**src/rtl/root_of_8.sv**
```systemverilog
// root_of_8 -- iterative integer 8th-root extractor.
//
// Returns floor(i_value^(1/8)) together with a flag that is set when the
// operand is a perfect 8th power. The search is a bit-by-bit restoring search
// from bit 7 down to bit 0. Each bit reuses one squaring path over three
// cycles: trial^2, then ^4, then ^8. A result is ready 24 cycles after the
// operand is accepted. Only one operand is in flight at a time.
//
// Ports:
//   clk      in   rising-edge clock
//   reset    in   synchronous, active-high reset
//   i_valid  in   operand strobe (ignored while o_ready is low)
//   i_value  in   64-bit unsigned operand
//   o_ready  out  block is idle and will accept an operand
//   o_valid  out  one-cycle result strobe
//   o_root   out  floor 8th root (0..255), zero-extended to OUT_W
//   o_exact  out  high when o_root^8 equals the operand
//
// OUT_W must be at least 8.
module root_of_8 #(
    parameter int OUT_W = 32
) (
    input  logic             clk,
    input  logic             reset,
    input  logic             i_valid,
    input  logic [63:0]      i_value,
    output logic             o_ready,
    output logic             o_valid,
    output logic [OUT_W-1:0] o_root,
    output logic             o_exact
);

    typedef enum logic [1:0] {
        ST_IDLE = 2'd0,
        ST_SQ1  = 2'd1,
        ST_SQ2  = 2'd2,
        ST_SQ3  = 2'd3
    } state_t;

    state_t             r_state;
    state_t             w_state_next;

    logic [63:0]        r_val;
    logic [63:0]        r_best8;
    logic [7:0]         r_root;
    logic [2:0]         r_k;
    logic [15:0]        r_t2;
    logic [31:0]        r_t4;

    logic [7:0]         w_trial;
    logic [15:0]        w_t2;
    logic [31:0]        w_t4;
    logic [63:0]        w_t8;
    logic               w_take;
    logic [7:0]         w_root_next;
    logic [63:0]        w_best8_next;
    logic [OUT_W-1:0]   w_root_ext;

    // Shared squaring path. r_root does not change between SQ1 and SQ3 of a
    // bit, so the same trial value is valid in all three cycles.
    always_comb begin
        w_trial      = r_root | (8'd1 << r_k);
        w_t2         = {8'd0, w_trial} * {8'd0, w_trial};
        w_t4         = {16'd0, r_t2} * {16'd0, r_t2};
        // trial <= 255, so t8 < 2^64 and the product cannot overflow.
        w_t8         = {32'd0, r_t4} * {32'd0, r_t4};
        w_take       = (w_t8 <= r_val);
        w_root_next  = r_root;
        w_best8_next = r_best8;
        if (w_take) begin
            w_root_next  = w_trial;
            w_best8_next = w_t8;
        end else begin
            w_root_next  = r_root;
            w_best8_next = r_best8;
        end
        w_root_ext      = {OUT_W{1'b0}};
        w_root_ext[7:0] = w_root_next;
    end

    // Next-state decode for the search sequencer.
    always_comb begin
        w_state_next = r_state;
        case (r_state)
            ST_IDLE: begin
                if (i_valid) begin
                    w_state_next = ST_SQ1;
                end else begin
                    w_state_next = ST_IDLE;
                end
            end
            ST_SQ1:  w_state_next = ST_SQ2;
            ST_SQ2:  w_state_next = ST_SQ3;
            ST_SQ3: begin
                if (r_k == 3'd0) begin
                    w_state_next = ST_IDLE;
                end else begin
                    w_state_next = ST_SQ1;
                end
            end
            default: w_state_next = ST_IDLE;
        endcase
    end

    // Sequencer state register.
    always_ff @(posedge clk) begin
        if (reset) begin
            r_state <= ST_IDLE;
        end else begin
            r_state <= w_state_next;
        end
    end

    // Search datapath and registered result outputs.
    always_ff @(posedge clk) begin
        if (reset) begin
            r_val   <= 64'd0;
            r_best8 <= 64'd0;
            r_root  <= 8'd0;
            r_k     <= 3'd0;
            r_t2    <= 16'd0;
            r_t4    <= 32'd0;
            o_valid <= 1'b0;
            o_root  <= {OUT_W{1'b0}};
            o_exact <= 1'b0;
        end else begin
            o_valid <= 1'b0;
            case (r_state)
                ST_IDLE: begin
                    if (i_valid) begin
                        r_val   <= i_value;
                        r_best8 <= 64'd0;
                        r_root  <= 8'd0;
                        r_k     <= 3'd7;
                    end
                end
                ST_SQ1: r_t2 <= w_t2;
                ST_SQ2: r_t4 <= w_t4;
                ST_SQ3: begin
                    r_root  <= w_root_next;
                    r_best8 <= w_best8_next;
                    if (r_k == 3'd0) begin
                        // Last bit: publish using the just-decided values.
                        o_valid <= 1'b1;
                        o_root  <= w_root_ext;
                        o_exact <= (w_best8_next == r_val);
                    end else begin
                        r_k <= r_k - 3'd1;
                    end
                end
                default: begin
                    r_k <= 3'd0;
                end
            endcase
        end
    end

    // Ready is a pure decode of the registered state.
    assign o_ready = (r_state == ST_IDLE);

endmodule

```
**config.mk**
```make
export PLATFORM = sky130hd
export DESIGN_NAME = root_of_8
export DESIGN_NICKNAME = d
export VERILOG_FILES = /design/src/rtl/root_of_8.sv
export SDC_FILE = /design/constraint.sdc
export NUM_CORES = 2
export LEC_CHECK = 0
export CAP_MARGIN = 20
export CORE_MARGIN = 3
export CORE_UTILIZATION = 66
export CTS_CLUSTER_SIZE = 10
export DETAILED_ROUTE_END_ITERATION = 7
export HOLD_SLACK_MARGIN = 0.12
export MAX_ROUTING_LAYER = met4
export PLACE_DENSITY = 0.95
export SYNTH_ARGS = -nofsm -noshare
export SYNTH_HDL_FRONTEND = slang
export SYNTH_SLANG_ARGS = --single-unit
```
**constraint.sdc**
```tcl
create_clock -name clk -period 12.7 [get_ports clk]
set_input_delay 2.54 -clock clk [delete_from_list [all_inputs] [get_ports clk]]
set_output_delay 2.54 -clock clk [all_outputs]
set_load 0.01 [all_outputs]
```
==> impl_metrics.env <==
export IMPL_cts_buffers=17
export IMPL_timing_final_crit_share=0.960
export IMPL_layout_cells_non_filler=6381
export IMPL_fmax_mhz=82.0
export IMPL_ir_worst_vdd_uv=220
export IMPL_wl_per_cell_microns=22.1
export IMPL_dieArea_sq_um=76500
export IMPL_max_stage_delay_ns=0.92
export IMPL_end_kind="register"
export IMPL_crit_top_cell="fa_1"
export IMPL_io_buffer_count=77
export IMPL_powerDensity_nw_per_um2=70.7
export IMPL_nets=6945
export IMPL_htree_levels=4
export IMPL_coreArea_sq_um=72000
export IMPL_cp_max_fo=29
export IMPL_crit_path_top_delay_cell="dfxtp_1"
export IMPL_fp_dieW_microns=277
export IMPL_drive_gt1_frac=0.0310
export IMPL_hpwl_microns=114000
export IMPL_crit_buf_inv=6
export IMPL_finalSetupViolCount=0
export IMPL_vias_per_cell=6.21
export IMPL_grtUsageTotal=0.384
export IMPL_drt_iter0_markers=4274
export IMPL_routed_via_count=39600
export IMPL_gr_total_overflow=0
export IMPL_rsz0062_at_grt="false"
export IMPL_ys_seq_elements=197
export IMPL_drc=0
export IMPL_maxSlewHeadroom=0.290
export IMPL_synthesis_instances=5428
export IMPL_worst_ep_arrival_time_ns=12.63
export IMPL_grt_pass1_vias=43300
export IMPL_synth_cell_type_count=101
export IMPL_grt_pass1_wl_microns=225000
export IMPL_cts_tree="yes"
export IMPL_clk_latency_ns=0.49
export IMPL_syn2layout_area_growth_pct=4.76
export IMPL_yosysSeqAreaShare=0.0816
export IMPL_die_y_microns=277
export IMPL_nFillCells=4777
export IMPL_cts_root_buf="clkbuf_16"
export IMPL_dr_pass1_iters=8
export IMPL_critPathKind="reg2reg"
export IMPL_clk_path_buf_depth=2
export IMPL_postCtsHoldBufs=0
export IMPL_drt_total_wl_microns=141000
export IMPL_setup_tns_final_ns=0
export IMPL_hp_class="reg2reg"
export IMPL_period_needed_ns=12.20
export IMPL_rows=98
export IMPL_p_leak_nw=26.6
export IMPL_grt_max_degree=82
export IMPL_r2r_slack_ns=0.50
export IMPL_status="completed"
export IMPL_synth_main_ff_cell="dfxtp_1"
export IMPL_fin_worst_skew_ns=0.0174
export IMPL_cts_sinks=197
export IMPL_path_clk_slew_ns=0.08
export IMPL_hold_viol_final=0
export IMPL_ios=102
export IMPL_start_kind="register"
export IMPL_post_place_cells=6345
export IMPL_netlist_area_sq_um=48300
export IMPL_worst_pin_slew_ns=1.07
export IMPL_synthArstFlopShare=0
export IMPL_drv_cap=0
export IMPL_place_congestion=1.01
export IMPL_syn_area_per_cell_sq_um=8.90
export IMPL_grt_antenna_before_repair=4
export IMPL_yosys_warnings=0
export IMPL_crit_family="adder cells"
export IMPL_critPathRequiredTime_ns=13.13
export IMPL_synth_edff_count=0
export IMPL_start_util=0.671
export IMPL_maxSlewViolCount=0
export IMPL_detail_route_antenna_nets=0
==> final cells by class <==
class	instances	area [sq um]	area share
multi-input cells	3764	38700	0.765
inverters	1289	4840	0.0956
flip-flops and latches	197	3940	0.0779
repair buffers	146	1320	0.0261
well taps	950	1190	0.0235
clock buffers	17	425	0.00841
clock inverters	13	139	0.00274
diodes	5	12.5	0.000247
==> synth_stat cells, drive strengths merged (14+ instances only) <==
library cell / count / area (sq um)
inv: 1280 / 4800
a21oi: 232 / 1180
ha: 528 / 6610
nand4: 35 / 225
nor2b: 24 / 150
mux2i: 43 / 430
a22oi: 62 / 465
o21a: 18 / 136
o211ai: 15 / 118
and3: 16 / 101
nand3: 30 / 150
dfxtp: 197 / 3940
nor4: 19 / 131
xor2: 62 / 551
and2: 270 / 1690
a21o: 64 / 480
a31oi: 18 / 113
nand2: 523 / 1960
xnor3: 14 / 315
nand2b: 19 / 119
fa: 935 / 18700
xnor2: 105 / 920
nor2: 301 / 1140
clkbuf: 178 / 668
o21bai: 22 / 165
o21ai: 76 / 403
buf: 56 / 358
nor3: 53 / 282
a211oi: 31 / 255
==> logic make-up after synthesis <==
group / count (synthesis) / synth area share
flip-flops: 197 / 0.0816
XOR/XNOR: 181 / 0.0370
AO/OA/AOI/OAI: 664 / 0.0926
buffers and inverters: 1523 / 0.121
adder cells (fa/ha/maj): 1463 / 0.524
multiplexers: 50 / 0.0105
AND/OR/NAND/NOR: 1348 / 0.132
other: 2 / 0.000155
==> worst paths after layout <==
check	startpoint	endpoint	cells past startpoint
setup reg to reg	r_t4[4]	o_exact	37
setup / recovery	r_t4[4]	o_exact	37
hold / removal	o_root[1]	o_root[1]	2
hold reg to reg	o_root[1]	o_root[1]	2
==> what timing repair did <==
action	4_1_cts	5_1_grt
buffers inserted	0	0
resized for setup	0	2
endpoints found under the setup margin	0	1
==> report_power, final <==
part           total [mW]  leakage [nW]  switching, mW  internal [mW]
sequential          0.844          1.60          0.154          0.690
combinational        2.15          24.7           1.37          0.784
clock               0.578         0.277          0.302          0.276
==> layout by cell type (no fill, tap or decap), types with 10 or more instances in the layout <==
| cell type | synthesis | final |
|---|---|---|
| a211oi_1 | 28 | 27 |
| a21o_1 | 64 | 63 |
| a21oi_1 | 229 | 229 |
| a22oi_1 | 62 | 62 |
| a31o_2 | 10 | 10 |
| a31oi_1 | 18 | 18 |
| and2_1 | 269 | 267 |
| and3_1 | 15 | 15 |
| buf_4 | 27 | 67 |
| clkbuf_16 | 0 | 17 |
| clkdlybuf4s50_1 | 0 | 76 |
| conb_1 | 2 | 58 |
| dfxtp_1 | 197 | 197 |
| fa_1 | 935 | 935 |
| ha_1 | 528 | 528 |
| inv_1 | 1280 | 1280 |
| mux2i_1 | 43 | 43 |
| nand2_1 | 523 | 522 |
| nand2b_1 | 19 | 19 |
| nand3_1 | 30 | 30 |
| nand4_1 | 34 | 34 |
| nor2_1 | 300 | 300 |
| nor2b_1 | 24 | 24 |
| nor3_1 | 51 | 51 |
| nor4_1 | 17 | 16 |
| o211ai_1 | 14 | 14 |
| o21a_1 | 17 | 17 |
| o21ai_0 | 56 | 56 |
| o21ai_1 | 16 | 16 |
| o21bai_1 | 22 | 22 |
| o22ai_1 | 13 | 13 |
| or2_2 | 11 | 11 |
| or3_1 | 10 | 10 |
| xnor2_1 | 105 | 105 |
| xnor3_1 | 14 | 14 |
| xor2_1 | 61 | 61 |
==> worst register-to-register path, delay by kind of cell (launching register included) <==
kind | cells | cell delay, ns
AO/OA/AOI/OAI | 9 | 2.69
XOR/XNOR | 2 | 0.46
adder cells (fa/ha/maj) | 10 | 4.76
buffers and inverters | 6 | 0.63
flip-flops | 1 | 0.92
AND/OR/NAND/NOR | 10 | 2.68
==> metrics by stage <==
stage	worst slack, ns	power (mW)	utilization	instance area (sq um)	hold WS, ns
6_report	0.503	3.58	0.703	50600	0.461
5_1_grt	0.0316	3.77	0.703	50600	0.484
4_1_cts	0.443	3.48	0.702	50500	0.462
3_5_place_dp	0.509	2.89	0.694	50000	0.452
3_3_place_gp	0.941	2.77	0.694	50000	0.444
2_1_floorplan	2.69	2.24	-	48500	0.436
==> per-layer routing <==
metal	vias to the layer above	wire, microns	part of all wire	track usage
met4	0	9880	0.070	0.221
met1	19400	48500	0.34	0.449
li1	16600	-	-	-
met2	2764	66100	0.47	0.606
met3	871	16600	0.12	0.0950
met5	-	0	0	-
==> flip-flops by register name (all words and copies together), names as in the netlist <==
name,flops
r_root,8
o_valid,1
r_k,3
r_t4,31
r_t2,15
r_best8,64
r_val,64
o_exact,1
o_root,8
r_state,2
Power figures use the tool's default switching activity.
